[src/rtl/fir_pkg.sv]
// Shared types and constants for the symmetric-FIR tap sequencer.
// SYM_FIR_ODD_TAPS_EN selects odd-length support (centre tap has no mirror).
package fir_pkg;

    localparam int DATA_W = 24;
    localparam int COEF_W = 18;
    localparam int PROD_W = DATA_W + 1 + COEF_W;

    typedef enum logic {IDLE, RUN} seq_state_e;

    typedef logic signed [DATA_W-1:0] sample_t;
    typedef logic signed [COEF_W-1:0] coef_t;

    // Number of (a, c) pairs emitted per sample, which is also the coefficient bank depth.
    function automatic int fir_num_pairs(input int n);
`ifdef SYM_FIR_ODD_TAPS_EN
        return (n + 1) / 2;
`else
        return n / 2;
`endif
    endfunction

    function automatic int fir_addr_w(input int n);
        return (fir_num_pairs(n) > 1) ? $clog2(fir_num_pairs(n)) : 1;
    endfunction

endpackage

[src/rtl/fir_delay_line.sv]
// Sample delay line: x[0] takes the newest sample on shift, with two
// combinational read ports for the mirrored taps x[k] and x[N-1-k].
module fir_delay_line #(
    parameter int N     = 16,
    parameter int W     = fir_pkg::DATA_W,
    parameter int IDX_W = (N > 1) ? $clog2(N) : 1
) (
    input  logic                clk_i,
    input  logic                rst_ni,
    input  logic                shift_en_i,
    input  logic signed [W-1:0] din_i,
    input  logic [IDX_W-1:0]    rd_a_idx_i,
    input  logic [IDX_W-1:0]    rd_c_idx_i,
    output logic signed [W-1:0] rd_a_o,
    output logic signed [W-1:0] rd_c_o
);
    import fir_pkg::*;

    logic [N-1:0][W-1:0] x_q;

    always_ff @(posedge clk_i or negedge rst_ni) begin
        if (!rst_ni) begin
            x_q <= '0;
        end else if (shift_en_i) begin
            x_q <= {x_q[N-2:0], din_i};
        end
    end

    always_comb begin
        rd_a_o = '0;
        rd_c_o = '0;
        for (int i = 0; i < N; i++) begin
            if (rd_a_idx_i == IDX_W'(i)) rd_a_o = x_q[i];
            if (rd_c_idx_i == IDX_W'(i)) rd_c_o = x_q[i];
        end
    end

endmodule

[src/rtl/sym_fir_tap_seq.sv]
// Tap-pair feeder for a symmetric FIR: per accepted sample, emits (x[k], x[N-1-k], h[k])
// for k = 0..pairs-1, one per cycle. Odd NUM_TAPS requires SYM_FIR_ODD_TAPS_EN.
module sym_fir_tap_seq #(
    parameter int NUM_TAPS = 16,
    parameter int DATA_W   = fir_pkg::DATA_W,
    parameter int COEF_W   = fir_pkg::COEF_W,
    parameter int ADDR_W   = fir_pkg::fir_addr_w(NUM_TAPS)
) (
    input  logic                     clk_i,
    input  logic                     rst_ni,
    input  logic signed [DATA_W-1:0] s_data_i,
    input  logic                     s_valid_i,
    output logic                     s_ready_o,
    input  logic                     coef_we_i,
    input  logic [ADDR_W-1:0]        coef_addr_i,
    input  logic signed [COEF_W-1:0] coef_data_i,
    output logic signed [DATA_W-1:0] a_o,
    output logic signed [DATA_W-1:0] c_o,
    output logic signed [COEF_W-1:0] b_o,
    output logic                     tap_valid_o,
    output logic                     first_o,
    output logic                     last_o
);
    import fir_pkg::*;

    localparam int NPAIR = fir_num_pairs(NUM_TAPS);
    localparam int KW    = (NPAIR > 1) ? $clog2(NPAIR) : 1;
    localparam int IDX_W = (NUM_TAPS > 1) ? $clog2(NUM_TAPS) : 1;

    generate
        if (NUM_TAPS < 2) begin : g_chk_min
            $error("sym_fir_tap_seq: NUM_TAPS must be >= 2");
        end
`ifndef SYM_FIR_ODD_TAPS_EN
        if (NUM_TAPS % 2 != 0) begin : g_chk_even
            $error("sym_fir_tap_seq: odd NUM_TAPS needs SYM_FIR_ODD_TAPS_EN");
        end
`endif
        if (ADDR_W < KW) begin : g_chk_addr
            $error("sym_fir_tap_seq: ADDR_W too narrow for the coefficient bank");
        end
    endgenerate

    seq_state_e state_q, state_d;
    logic [KW-1:0] k_q, k_d;
    logic          k_last;
    logic          shift_en;

    logic [NPAIR-1:0][COEF_W-1:0] h_q;
    logic signed [COEF_W-1:0]     h_k;
    logic signed [DATA_W-1:0]     x_a, x_c, c_sel;
    logic [IDX_W-1:0]             a_idx, c_idx;

    assign k_last = (k_q == KW'(NPAIR - 1));
    assign a_idx  = IDX_W'(k_q);
    assign c_idx  = IDX_W'(NUM_TAPS - 1) - IDX_W'(k_q);

    fir_delay_line #(
        .N     (NUM_TAPS),
        .W     (DATA_W),
        .IDX_W (IDX_W)
    ) u_line (
        .clk_i      (clk_i),
        .rst_ni     (rst_ni),
        .shift_en_i (shift_en),
        .din_i      (s_data_i),
        .rd_a_idx_i (a_idx),
        .rd_c_idx_i (c_idx),
        .rd_a_o     (x_a),
        .rd_c_o     (x_c)
    );

    // Out-of-range addresses match no entry and are dropped.
    always_ff @(posedge clk_i or negedge rst_ni) begin
        if (!rst_ni) begin
            h_q <= '0;
        end else if (coef_we_i) begin
            for (int i = 0; i < NPAIR; i++) begin
                if (coef_addr_i == ADDR_W'(i)) h_q[i] <= coef_data_i;
            end
        end
    end

    always_comb begin
        h_k = '0;
        for (int i = 0; i < NPAIR; i++) begin
            if (k_q == KW'(i)) h_k = h_q[i];
        end
    end

`ifdef SYM_FIR_ODD_TAPS_EN
    localparam bit ODD = (NUM_TAPS % 2) == 1;
    // The centre tap of an odd filter pairs with nothing.
    assign c_sel = (ODD && k_last) ? '0 : x_c;
`else
    assign c_sel = x_c;
`endif

    always_ff @(posedge clk_i or negedge rst_ni) begin
        if (!rst_ni) begin
            state_q <= IDLE;
            k_q     <= '0;
        end else begin
            state_q <= state_d;
            k_q     <= k_d;
        end
    end

    // Ready opens on the last pair so the next sample starts with no bubble.
    always_comb begin
        state_d   = state_q;
        k_d       = k_q;
        s_ready_o = 1'b0;
        shift_en  = 1'b0;
        case (state_q)
            IDLE: begin
                s_ready_o = 1'b1;
                if (s_valid_i) begin
                    shift_en = 1'b1;
                    k_d      = '0;
                    state_d  = RUN;
                end
            end
            RUN: begin
                if (k_last) begin
                    s_ready_o = 1'b1;
                    k_d       = '0;
                    if (s_valid_i) shift_en = 1'b1;
                    else           state_d  = IDLE;
                end else begin
                    k_d = k_q + KW'(1);
                end
            end
            default: state_d = IDLE;
        endcase
    end

    // Captures pre-shift line values, so a sample's last pair never sees its successor.
    always_ff @(posedge clk_i or negedge rst_ni) begin
        if (!rst_ni) begin
            a_o         <= '0;
            c_o         <= '0;
            b_o         <= '0;
            tap_valid_o <= 1'b0;
            first_o     <= 1'b0;
            last_o      <= 1'b0;
        end else if (state_q == RUN) begin
            a_o         <= x_a;
            c_o         <= c_sel;
            b_o         <= h_k;
            tap_valid_o <= 1'b1;
            first_o     <= (k_q == '0);
            last_o      <= k_last;
        end else begin
            a_o         <= '0;
            c_o         <= '0;
            b_o         <= '0;
            tap_valid_o <= 1'b0;
            first_o     <= 1'b0;
            last_o      <= 1'b0;
        end
    end

endmodule

[config.mk]
export PLATFORM = sky130hd
export DESIGN_NAME = sym_fir_tap_seq
export DESIGN_NICKNAME = d
export VERILOG_FILES = /design/src/rtl/fir_pkg.sv /design/src/rtl/fir_delay_line.sv /design/src/rtl/sym_fir_tap_seq.sv
export SDC_FILE = /design/constraint.sdc
export NUM_CORES = 1
export LEC_CHECK = 0
export BUFFER_PORTS_ARGS = -buffer_cell sky130_fd_sc_hd__buf_2
export CORE_ASPECT_RATIO = 1.75
export CORE_MARGIN = 2
export CORE_UTILIZATION = 60
export DETAILED_ROUTE_END_ITERATION = 10
export GPL_TIMING_DRIVEN = 0
export PLACE_DENSITY_LB_ADDON = 0.3
export SLEW_MARGIN = 20
export SYNTH_ARGS = -nofsm -noshare
export SYNTH_HDL_FRONTEND = slang
export SYNTH_SLANG_ARGS = --single-unit
[constraint.sdc]
create_clock -name clk_i -period 6 [get_ports clk_i]
set_input_delay 0.3 -clock clk_i [delete_from_list [all_inputs] [get_ports clk_i]]
set_output_delay 0.3 -clock clk_i [all_outputs]
set_load 0.005 [all_outputs]
# ---- Word level (Yosys, flattened, before mapping)
# Cells that the tools add are included.
dict set report word_totals {
  register_bits 601
  inputBits 49
  output_inout_bits 70
  wordCells 125
}
dict set report classes {
  n_addsub 2
  n_eq_ne 30
  n_mux 48
  bitwise 1
  reduce_logical 12
}
# cell count
set ops {}
lappend ops {{$mux 24} 26}
lappend ops {{$mux 18} 9}
lappend ops {{$eq 4x4->1 const B} 8}
lappend ops {{$eq 3x3->1 const B} 8}
lappend ops {{$eq 4x3->1 const B} 4}
lappend ops {{$reduce_and 2->1} 8}
lappend ops {{$eq 3x2->1 const B} 4}
lappend ops {{$eq 4x2->1 const B} 2}
lappend ops {{$logic_not 4->1} 2}
lappend ops {{$mux 1} 7}
lappend ops {{$eq 3x1->1 const B} 2}
lappend ops {{$logic_not 3->1} 2}
lappend ops {{$mux 3} 2}
lappend ops {{$pmux 1 s2} 3}
lappend ops {{$pmux 3 s2} 1}
lappend ops {{$eq 4x1->1 const B} 1}
lappend ops {{$sub 4x3->4 const A} 1}
lappend ops {{$add 3x1->3 const B} 1}
lappend ops {{$ne 2x2->1 const B} 1}
lappend ops {{$not 1->1} 1}

# ---- Depth between registers and ports, before layout
# Gate-level depths: netlist (run 1).
dict set report logic_depth {
  word_depth 19
  depth_mapped 12
}

# ---- By module
# Synthesis (run 1) repeated with hierarchy kept, for this count alone.
dict set report unflattened {
  hier_cells 2774
  hier_area_um2 31672.9
}
# mod n_inst cells_each area_each_um2 seq_area_each_um2
set modules_own_cells {}
lappend modules_own_cells {fir_delay_line 1 1971 22118.7 9609.2}
lappend modules_own_cells {sym_fir_tap_seq 1 803 9554.2 5430.2}

# ---- Worst setup path after synthesis (run 1)
# Ideal clock, no wire load.
dict set report synth_timing {
  path_type {register to register}
  start {reg k_q[2]}
  end {reg a_o[15]}
  setup_time_ns 0.134
  arrival_ns 2.046
  required_time_ns 5.866
  setup_slack_ns 3.821
  path_stages_with_launch 12
  synth_period_minus_slack_ns 2.179
  path_cell_list {dfrtp_1 buf_4 inv_2 buf_2 ha_1 buf_2 or2_1 clkbuf_1 buf_2 a221oi_1 a2111oi_0 o21ai_1}
}
dict set report synth_via {
  elab_chain_len 10
  word_cells_on_any_way 17
  classes_between {7 x eq/ne; 9 x mux; 1 x reduce/logical}
}
# item line
set synth_rtl {}
lappend synth_rtl {{from (decl)} sym_fir_tap_seq.sv:45} ;# logic [KW-1:0] k_q, k_d;
lappend synth_rtl {{from (signal assigned)} sym_fir_tap_seq.sv:105} ;# k_q <= k_d;
lappend synth_rtl {{$logic_not 4->1} fir_delay_line.sv:33} ;# if (rd_a_idx_i == IDX_W'(i)) rd_a_o = x_q[i];
lappend synth_rtl {{$mux 24 (7 in series)} fir_delay_line.sv:33}
lappend synth_rtl {{$mux 24 (*)} fir_delay_line.sv:33}
lappend synth_rtl {{$mux 24 (*)} sym_fir_tap_seq.sv:147} ;# end else if (state_q == RUN) begin
lappend synth_rtl {{to (signal assigned)} sym_fir_tap_seq.sv:141} ;# a_o <= '0;
lappend synth_rtl {{to (signal assigned)} sym_fir_tap_seq.sv:148} ;# a_o <= x_a;
lappend synth_rtl {{to (signal assigned)} sym_fir_tap_seq.sv:155} ;# a_o <= '0;
lappend synth_rtl {{to (decl)} sym_fir_tap_seq.sv:17} ;# output logic signed [DATA_W-1:0] a_o,
# Mark *: on every way between the ends. The rest lies on a longest branch, timed or not.
# A chain may end at the register's enable or synchronous reset.

# ---- Worst setup path after layout (run 1)
dict set report layout_timing {
  start {reg k_q[2]}
  end {reg b_o[2]}
}
dict set report layout_via {
  elab_chain_len 10
  word_cells_on_any_way 17
  classes_between {7 x eq/ne; 9 x mux; 1 x reduce/logical}
}
# item line
set layout_rtl {}
lappend layout_rtl {{$logic_not 3->1} sym_fir_tap_seq.sv:87} ;# if (k_q == KW'(i)) h_k = h_q[i];
lappend layout_rtl {{$mux 18 (7 in series)} sym_fir_tap_seq.sv:87}
lappend layout_rtl {{$mux 18 (*)} sym_fir_tap_seq.sv:87}
lappend layout_rtl {{$mux 18 (*)} sym_fir_tap_seq.sv:147}
lappend layout_rtl {{to (signal assigned)} sym_fir_tap_seq.sv:150} ;# b_o <= h_k;
lappend layout_rtl {{to (decl)} sym_fir_tap_seq.sv:19} ;# output logic signed [COEF_W-1:0] b_o,
# Marked as above.

==> results of run 1 <==
## final timing paths
| kind | slack [ps] | startpoint | to | cells past startpoint |
|---|---|---|---|---|
| worst max-delay path | 2210 | k_q[2] | b_o[2] | 11 |
| worst min-delay path | 20 | s_valid_i | k_q[2] | 2 |
| worst max register to register | 2210 | k_q[2] | b_o[2] | 11 |
| worst min register to register | 490 | h_q[127] | b_o[1] | 2 |
| max in group asynchronous | 4390 | rst_ni | u_line.x_q[40] | 4 |
| min in group asynchronous | 240 | rst_ni | h_q[140] | 2 |
## what timing repair did
action	in CTS	in global routing
hold buffers	26	0
setup endpoints to repair	0	0
resized for setup	0	0
hold endpoints to repair	81	0
## synthesized netlist by cell type, types with 6 or more instances
cell type	count
nand3b_1	42
nor2_1	42
mux2_2	414
nand2_1	140
a221oi_1	41
a311oi_1	24
o21ai_0	108
dfrtp_1	601
mux2_4	72
buf_1	6
a22o_1	24
nor2b_1	43
buf_8	8
o221ai_1	65
ha_1	6
inv_1	44
o22ai_1	24
clkbuf_1	76
o21ai_1	44
o311a_1	24
a2111oi_0	41
buf_4	36
and3_1	24
buf_2	51
a21oi_1	86
## through the flow
stage | util | setup WS [ps] | hold WS, ps
after floorplan | - | 3820 | 4.41
after global placement | 0.638 | -7200 | 472
after detailed placement | 0.642 | 2400 | 282
after CTS | 0.691 | 2330 | 2.93
after global routing | 0.691 | 2280 | 21.7
final | 0.691 | 2210 | 20.9
## cell type report
type | instances | area (sq um) | share of cell area
Antenna cell | 1 | 2.50 | 0.0000818
Clock buffer | 70 | 1510 | 0.0493
Buffer | 180 | 987 | 0.0323
Timing Repair Buffer | 147 | 1030 | 0.0338
Sequential cell | 601 | 15000 | 0.491
Multi-Input combinational cell | 1288 | 10800 | 0.351
Tap cell | 572 | 716 | 0.0234
Inverter | 46 | 173 | 0.00564
Clock inverter | 25 | 393 | 0.0128
## sequential cells by signal, summed over array words and instances, names as in the netlist
| signal | flops |
|---|---|
| last_o | 1 |
| b_o | 18 |
| h_q | 144 |
| a_o | 24 |
| first_o | 1 |
| state_q | 1 |
| tap_valid_o | 1 |
| u_line.x_q | 384 |
| c_o | 24 |
| k_q | 3 |
## power by group
| group | internal (mW) | switching (mW) | total [mW] | leakage (nW) |
|---|---|---|---|---|
| logic | 2.34 | 3.42 | 5.76 | 5.64 |
| clock network | 2.20 | 1.53 | 3.73 | 0.931 |
| registers | 5.07 | 0.628 | 5.70 | 7.85 |
## worst register-to-register path: cells and delay by family (launching register included)
kind	cells	cell delay (ps)
adder cells (fa/ha/maj)	1	190
flip-flops	1	420
buffers and inverters	6	1800
AO/OA/AOI/OAI	3	1090
AND/OR/NAND/NOR	1	150
## metal layers
| layer | vias up | share of wire |
|---|---|---|
| met5 | - | 0 |
| met4 | 0 | 0.069 |
| met3 | 260 | 0.049 |
| met2 | 668 | 0.54 |
| met1 | 9289 | 0.34 |
| li1 | 8181 | - |
## kinds of logic after synthesis
| family | synth area share |
|---|---|
| adders and majority gates | 0.00279 |
| DFF | 0.558 |
| buffers and inverters | 0.0430 |
| muxes | 0.213 |
| AOI/OAI and AO/OA | 0.124 |
| and+or+nand+nor | 0.0592 |
==> run summary, run 1 <==
Top cells by area, synth: dfrtp_1, mux2_2, mux2_4, o221ai_1, o21ai_0
Final Skew: 36.7 ps
Total chip power: 15.2 mW
CP Max Fanout: 10
Final instance area: 0.0306 sq mm
Wire length of the first global-routing pass: 109 mm
Rows: 102
PortBufs: 114
Synth area leader: dfrtp_1
Die X: 164 microns
TritonCTS clock tree: done
Via density: 6.28
Die area: 0.0467 sq mm
Crit path max-delay family: buffers and inverters
Grt met2 use: 0.554
Vias in the first global route: 20,257
Required @ worst endpoint: 6440 ps
Final hold vios: 0
Layout Cells excl Fill: 2,930
Final setup vio count: 0
Final #Nets: 2,371
Period minus WS final: 3790 ps
IO Pins: 119
Slew margin rel.: 0.384
Commonest non-fill, non-tap cell in the layout: dfrtp_1
Die Y: 284 microns
Peak supply drop: 0.335 mV
Routed Antenna Nets: 0
Busiest grt layer: met2
Post-synth EDFFs: 0
CTS sink cnt: 601
Sequential area share after synthesis: 0.558
Drt wl/cell: 23.8 microns
Gpl congestion: 0.925
Setup TNS: 0 ps
Tcrit/Tclk final: 0.632
First drt pass iteration count: 5
Dpl cell area: 0.0284 sq mm
Final slew viol count: 0
Total global routing overflow: 0
Register bit total from synthesis: 601
Worst-Margin Slew: 901 ps
CP bufs+invs: 6
Count of cell types in the netlist: 44
Syn Std Cell Area: 0.0270 sq mm
P&R area growth vs syn: 13.6%
Prevailing post-synth register cell: dfrtp_1
Met1 GRT Util: 0.319
Syn Inst Count: 2,115
Largest net degree at the start of global routing: 107
Worst path slowest cell: a2111oi_0
CP peak stage delay: 750 ps
Placed cell count: 2,808
Bufs on Longest Clock Path: 3
H-tree Lvls: 2
Hpwl dp: 50.2 mm
Starting DRC count in detailed routing: 1,203
Post-synthesis async set-or-reset flop share: 1.00
Worst endpoint data arrival time: 4240 ps
Num CTS Buffers: 52
Pwr per Cell Area: 496 mW/mm^2
Initial core utilization: 0.609
Synth warnings: 0
Initial antenna violation count: 0
Root Driver: clkbuf_16
Most frequent cells in the layout: dfrtp_1, mux2_2, buf_2
Syn nets: 2,170
Clock transition at the registers of the reported paths: 70 ps
CP Capture Type: flip-flop
Worst-skew pair later-pin latency: 610 ps
P_leak: 14.4 nW
Unrepaired setup endpoints after global routing: false
Crit Path Category: flip-flop to flip-flop
Core area: 0.0443 sq mm
Most common cell on crit path: buf_2
Synth top area share: 0.558
Critical Path Start Type: flip-flop
Syn Area/Cell: 12.7 sq um
GR Util met3: 0.0435
Fillers: 3,091
Vias: 18,398
WL final: 69.7 mm
CP Cell Sequence: buf_4 -> inv_2 -> buf_2 -> ha_1 -> buf_2 -> or2_1 -> clkbuf_1 -> buf_2 -> a221oi_1 -> a2111oi_0 -> o21ai_0
GRT Util Overall: 0.304
Max Cap Violations: 0
DRC errors left: 0
Share of cells above drive strength 1: 0.343
Fmax: 264 MHz
Post-CTS Setup Bufs: 0
Tightest Hold Check Type: primary input to flip-flop
Status: completed
Note: power is estimated with default switching activity, not from simulation.
==> inputs of run 2 (changes only) <==
==> constraint.sdc (replaced) <==
create_clock -name clk_i -period 3.8 [get_ports clk_i]
set_input_delay 0.19 -clock clk_i [delete_from_list [all_inputs] [get_ports clk_i]]
set_output_delay 0.19 -clock clk_i [all_outputs]
set_load 0.005 [all_outputs]
==> run summary, run 2 (synthesis gave the netlist of run 1 again) <==
Status: completed (unchanged)
CP peak stage delay: 730 ps (was 750 ps)
Vias: 18,569 (was 18,398)
PortBufs: 114 (unchanged)
CP Cell Sequence: buf_4 -> inv_2 -> buf_2 -> ha_1 -> buf_2 -> or2_1 -> clkbuf_1 -> buf_2 -> a221oi_1 -> a2111oi_0 -> o21ai_0 (unchanged)
Tightest Hold Check Type: primary input to async pin (was primary input to flip-flop)
Ant diodes: 0 (was 1)
Clock transition at the registers of the reported paths: 70 ps (about the same)
Die X: 164 microns (unchanged)
H-tree Lvls: 2 (unchanged)
Initial antenna violation count: 0 (unchanged)
P&R area growth vs syn: 14.2% (was 13.6%)
Starting DRC count in detailed routing: 1,208 (was 1,203)
Worst Hold Slack: 129 ps (was 20.9 ps)
Worst-skew pair later-pin latency: 610 ps (about the same)
Final setup vio count: 0 (unchanged)
Placed cell count: 2,808 (unchanged)
Root Driver: clkbuf_16 (unchanged)
Wire length of the first global-routing pass: 110 mm (was 109 mm)
First drt pass iteration count: 6 (was 5)
Share of cells above drive strength 1: 0.340 (was 0.343)
Worst endpoint data arrival time: 4200 ps (was 4240 ps)
Critical Path Start Type: flip-flop (unchanged)
Pwr per Cell Area: 779 mW/mm^2 (was 496 mW/mm^2)
Final Skew: 31.2 ps (was 36.7 ps)
Period minus WS final: 3760 ps (was 3790 ps)
Total chip power: 24.0 mW (was 15.2 mW)
Num CTS Buffers: 52 (unchanged)
Routed Antenna Nets: 0 (unchanged)
Busiest grt layer: met2 (unchanged)
CP Capture Type: flip-flop (unchanged)
Dpl cell area: 0.0284 sq mm (unchanged)
Final Util: 0.695 (was 0.691)
Max reg flops: 384 (unchanged)
CTS sink cnt: 601 (unchanged)
Final WS setup: 43.6 ps (was 2210 ps)
Fmax: 266 MHz (was 264 MHz)
Required @ worst endpoint: 4240 ps (was 6440 ps)
Peak supply drop: 0.527 mV (was 0.335 mV)
Final hold vios: 0 (unchanged)
Layout Cells excl Fill: 2,947 (was 2,930)
Post-CTS Setup Bufs: 0 (unchanged)
DRC errors left: 0 (unchanged)
Hpwl dp: 50.2 mm (unchanged)
Most frequent cells in the layout: dfrtp_1, mux2_2, buf_2 (unchanged)
WL final: 70.0 mm (was 69.7 mm)
Placement Setup Slack: 199 ps (was 2400 ps)
Fillers: 3,066 (was 3,091)
Via density: 6.30 (was 6.28)
Die area: 0.0467 sq mm (unchanged)
Rows: 102 (unchanged)
Gpl congestion: 0.925 (unchanged)
Crit path max-delay family: buffers and inverters (unchanged)
CP Max Fanout: 10 (unchanged)
Setup TNS: 0 ps (unchanged)
TritonCTS clock tree: done (unchanged)
Worst-Margin Slew: 944 ps (was 901 ps)
Initial core utilization: 0.609 (unchanged)
Final slew viol count: 0 (unchanged)
Total global routing overflow: 0 (unchanged)
Die Y: 284 microns (unchanged)
IO Pins: 119 (unchanged)
Bufs on Longest Clock Path: 3 (unchanged)
Met1 GRT Util: 0.320 (was 0.319)
P_leak: 14.5 nW (was 14.4 nW)
Tcrit/Tclk final: 0.989 (was 0.632)
Largest net degree at the start of global routing: 107 (unchanged)
Commonest non-fill, non-tap cell in the layout: dfrtp_1 (unchanged)
Unrepaired setup endpoints after global routing: false (unchanged)
Drt wl/cell: 23.7 microns (was 23.8 microns)
Grt met2 use: 0.554 (about the same)
GR Util met3: 0.0451 (was 0.0435)
Max Cap Violations: 0 (unchanged)
Post_cts resized: 0 (unchanged)
Crit Path Category: flip-flop to flip-flop (unchanged)
CP bufs+invs: 6 (unchanged)
GRT Util Overall: 0.306 (was 0.304)
Core area: 0.0443 sq mm (unchanged)
Final #Nets: 2,389 (was 2,371)
Largest regs: u_line.x_q (384), h_q (144) (unchanged)
Slew margin rel.: 0.368 (was 0.384)
Reg with most FFs: u_line.x_q (unchanged)
Most common cell on crit path: buf_2 (unchanged)
Worst path slowest cell: a2111oi_0 (unchanged)
Final instance area: 0.0308 sq mm (was 0.0306 sq mm)
Vias in the first global route: 20,360 (was 20,257)
-- run 2: layer usage --
metal  up-vias  routed length (microns)  share of wire
met5         -                        0              0
met4         0                     4970          0.071
met3       261                     3510          0.050
met2       709                    37700           0.54
met1      9377                    23700           0.34
li1       8222                        -              -
-- run 2: timing repair --
| action | in CTS | in global routing |
|---|---|---|
| hold endpoints to repair | 246 | 0 |
| hold buffers | 44 | 0 |
| endpoints found under the setup margin | 0 | 0 |
-- run 2: area by class of cell --
type	count	area, sq um	share of cell area
tap	572	716	0.0232
clock inverter	25	393	0.0128
buffer	180	987	0.0321
timing repair buffer	165	1210	0.0394
multi-input combinational	1288	10800	0.349
inverter	46	173	0.00561
sequential	601	15000	0.489
clock buffer	70	1510	0.0491
-- run 2: where the power goes --
part	internal, mW	switching (mW)
Combinational	3.71	5.40
Clock	3.47	2.41
Sequential	8.01	0.990
Total	15.2	8.80
-- run 2: worst reg2reg max path: stages, from the launching register on --
cell and delay, ps:
dfrtp_1 410, buf_4 190, inv_2 270, buf_2 320, ha_1 190, buf_2 300
or2_1 150, clkbuf_1 340, buf_2 350, a221oi_1 100, a2111oi_0 730, o21ai_0 240
-- run 2: worst paths after layout --
| kind | from | to | slack [ps] | cells past startpoint |
|---|---|---|---|---|
| max | k_q[2] | b_o[2] | 40 | 11 |
| min | rst_ni | h_q[85] | 130 | 2 |
| max reg2reg | k_q[2] | b_o[2] | 40 | 11 |
| min reg2reg | h_q[127] | b_o[1] | 490 | 2 |
| max in group asynchronous | rst_ni | h_q[126] | 2340 | 4 |
| min in group clk_i | coef_we_i | h_q[40] | 140 | 5 |
==> inputs of run 3 (changes only) <==
--- a/config.mk
+++ b/config.mk
@@ -6,9 +6,11 @@
 export NUM_CORES = 1
 export LEC_CHECK = 0
 export BUFFER_PORTS_ARGS = -buffer_cell sky130_fd_sc_hd__buf_2
+export CELL_PAD_IN_SITES_DETAIL_PLACEMENT = 1
+export CELL_PAD_IN_SITES_GLOBAL_PLACEMENT = 1
 export CORE_ASPECT_RATIO = 1.75
 export CORE_MARGIN = 2
-export CORE_UTILIZATION = 60
+export CORE_UTILIZATION = 51
 export DETAILED_ROUTE_END_ITERATION = 10
 export GPL_TIMING_DRIVEN = 0
 export PLACE_DENSITY_LB_ADDON = 0.3
==> run summary, run 3 (synthesis gave the netlist of run 1 again) <==
Worst R2R Start: k_q[2] (unchanged)
Vias: 18,550 (was 18,569)
Period minus WS final: 3550 ps (was 3760 ps)
Rows: 111 (was 102)
Root Driver: clkbuf_16 (unchanged)
Critical Path Start Type: flip-flop (unchanged)
Final setup vio count: 0 (unchanged)
Largest regs: u_line.x_q (384), h_q (144) (unchanged)
Peak supply drop: 0.508 mV (was 0.527 mV)
Wire length of the first global-routing pass: 123 mm (was 110 mm)
Clock transition at the registers of the reported paths: 70 ps (about the same)
Status: completed (unchanged)
Die Y: 308 microns (was 284 microns)
PortBufs: 114 (unchanged)
CP peak stage delay: 580 ps (was 730 ps)
Die X: 178 microns (was 164 microns)
Final hold vios: 0 (unchanged)
Worst-skew pair later-pin latency: 620 ps (was 610 ps)
Num CTS Buffers: 55 (was 52)
CP Max Fanout: 10 (unchanged)
WL final: 78.6 mm (was 70.0 mm)
Final slew viol count: 0 (unchanged)
GRT Util Overall: 0.295 (was 0.306)
Commonest non-fill, non-tap cell in the layout: dfrtp_1 (unchanged)
Bufs on Longest Clock Path: 3 (unchanged)
Tcrit/Tclk final: 0.934 (was 0.989)
Via density: 6.07 (was 6.30)
Vias in the first global route: 21,852 (was 20,360)
Total global routing overflow: 0 (unchanged)
Worst path slowest cell: a2111oi_1 (was a2111oi_0)
TritonCTS clock tree: done (unchanged)
Setup TNS: 0 ps (unchanged)
Largest net degree at the start of global routing: 100 (was 107)
Hpwl dp: 56.8 mm (was 50.2 mm)
Post-CTS Setup Bufs: 0 (unchanged)
P&R area growth vs syn: 14.4% (was 14.2%)
H-tree Lvls: 2 (unchanged)
Reg with most FFs: u_line.x_q (unchanged)
Pwr per Cell Area: 782 mW/mm^2 (was 779 mW/mm^2)
Initial core utilization: 0.515 (was 0.609)
Core area: 0.0524 sq mm (was 0.0443 sq mm)
Crit. Startpoint: k_q[2] (unchanged)
Drt wl/cell: 25.7 microns (was 23.7 microns)
Final Util: 0.589 (was 0.695)
CTS sink cnt: 601 (unchanged)
Total chip power: 24.1 mW (was 24.0 mW)
Worst-Margin Slew: 873 ps (was 944 ps)
Fmax: 282 MHz (was 266 MHz)
Share of cells above drive strength 1: 0.339 (was 0.340)
Die area: 0.0548 sq mm (was 0.0467 sq mm)
Tightest Hold Check Type: primary input to async pin (unchanged)
CP Capture Type: flip-flop (unchanged)
Most common cell on crit path: buf_2 (unchanged)
CP Cell Sequence: buf_4 -> inv_2 -> buf_2 -> ha_1 -> buf_2 -> or2_2 -> buf_2 -> a221oi_1 -> a2111oi_1 -> o21ai_1 (was buf_4 -> inv_2 -> buf_2 -> ha_1 -> buf_2 -> or2_1 -> clkbuf_1 -> buf_2 -> a221oi_1 -> a2111oi_0 -> o21ai_0)
Required @ worst endpoint: 4270 ps (was 4240 ps)
P_leak: 14.5 nW (about the same)
Crit Path Category: flip-flop to flip-flop (unchanged)
Starting DRC count in detailed routing: 889 (was 1,208)
Initial antenna violation count: 0 (unchanged)
Unrepaired setup endpoints after global routing: false (unchanged)
Max reg flops: 384 (unchanged)
Final Skew: 15.8 ps (was 31.2 ps)
Most frequent cells in the layout: dfrtp_1, mux2_2, buf_2 (unchanged)
IO Pins: 119 (unchanged)
DRC errors left: 0 (unchanged)
Max Cap Violations: 0 (unchanged)
Routed Antenna Nets: 0 (unchanged)
Worst endpoint data arrival time: 4020 ps (was 4200 ps)
Gpl congestion: 0.863 (was 0.925)
Final #Nets: 2,391 (was 2,389)
First drt pass iteration count: 5 (was 6)
Slew margin rel.: 0.415 (was 0.368)
## run 3: cell count changes in the layout (fill, tap and decap cells not counted), moves of 2 or more
cell / change
a2111oi_0: -3
a2111oi_1: +3
bufinv_16: -6
clkbuf_1: +7
clkbuf_16: +2
clkinvlp_4: -3
## run 3: layout make-up
cell class              count  area, sq um
plain buffers             179          983
clock inverters            18          214
well taps                 678          848
flip-flops and latches    601        15000
diodes                      1         2.50
clock buffers              81         1600
fillers                  5217        21500
repair buffers            165         1210
inverters                  46          173
multi-input cells        1288        10800
## run 3: what timing repair did
item                                    in CTS  in global routing
hold buffers                                44                  0
endpoints found under the setup margin       4                  2
endpoints found under the hold margin      379                  0
resized for setup                            2                  2
## run 3: per-layer routing
metal | vias up | GRT usage | routed length [microns]
met5 | - | 0 | 0
met4 | 0 | 0.180 | 4940
met3 | 256 | 0.0308 | 2400
met2 | 492 | 0.562 | 44000
met1 | 9575 | 0.303 | 27300
li1 | 8227 | - | -
## run 3: worst paths after layout
check	end	slack, ps	depth (start not counted)
worst max register to register	b_o[5]	250	10
worst min-delay path	h_q[141]	60	2
worst max-delay path	b_o[5]	250	10
max in group asynchronous	u_line.x_q[215]	2060	5
min in group clk_i	h_q[53]	140	5
worst min register to register	u_line.x_q[90]	500	2
## run 3: where the power goes
part | switching [mW] | internal (mW) | total, mW
registers | 1.05 | 8.01 | 9.06
logic | 5.65 | 3.72 | 9.37
clock network | 2.49 | 3.20 | 5.69
total | 9.19 | 14.9 | 24.1
## run 3: critical path, delay by kind of cell (launching register included)
family	cells	cell delay (ps)
AO/OA/AOI/OAI	3	880
AND/OR/NAND/NOR	1	360
flip-flops	1	420
adder cells (fa/ha/maj)	1	200
buffers and inverters	5	1520
## run 3: per-stage QoR
stage / area [sq um] / hold slack (ps) / worst slack [ps] / cells
after floorplan: 27000 / -106 / 1620 / 2115
after global placement: 28400 / 422 / -9640 / 2907
after detailed placement: 28600 / 114 / -143 / 2914
after CTS: 30800 / 46.1 / 66.3 / 3056
after global routing: 30800 / 82.7 / 151 / 3056
final: 30800 / 62.8 / 250 / 3057
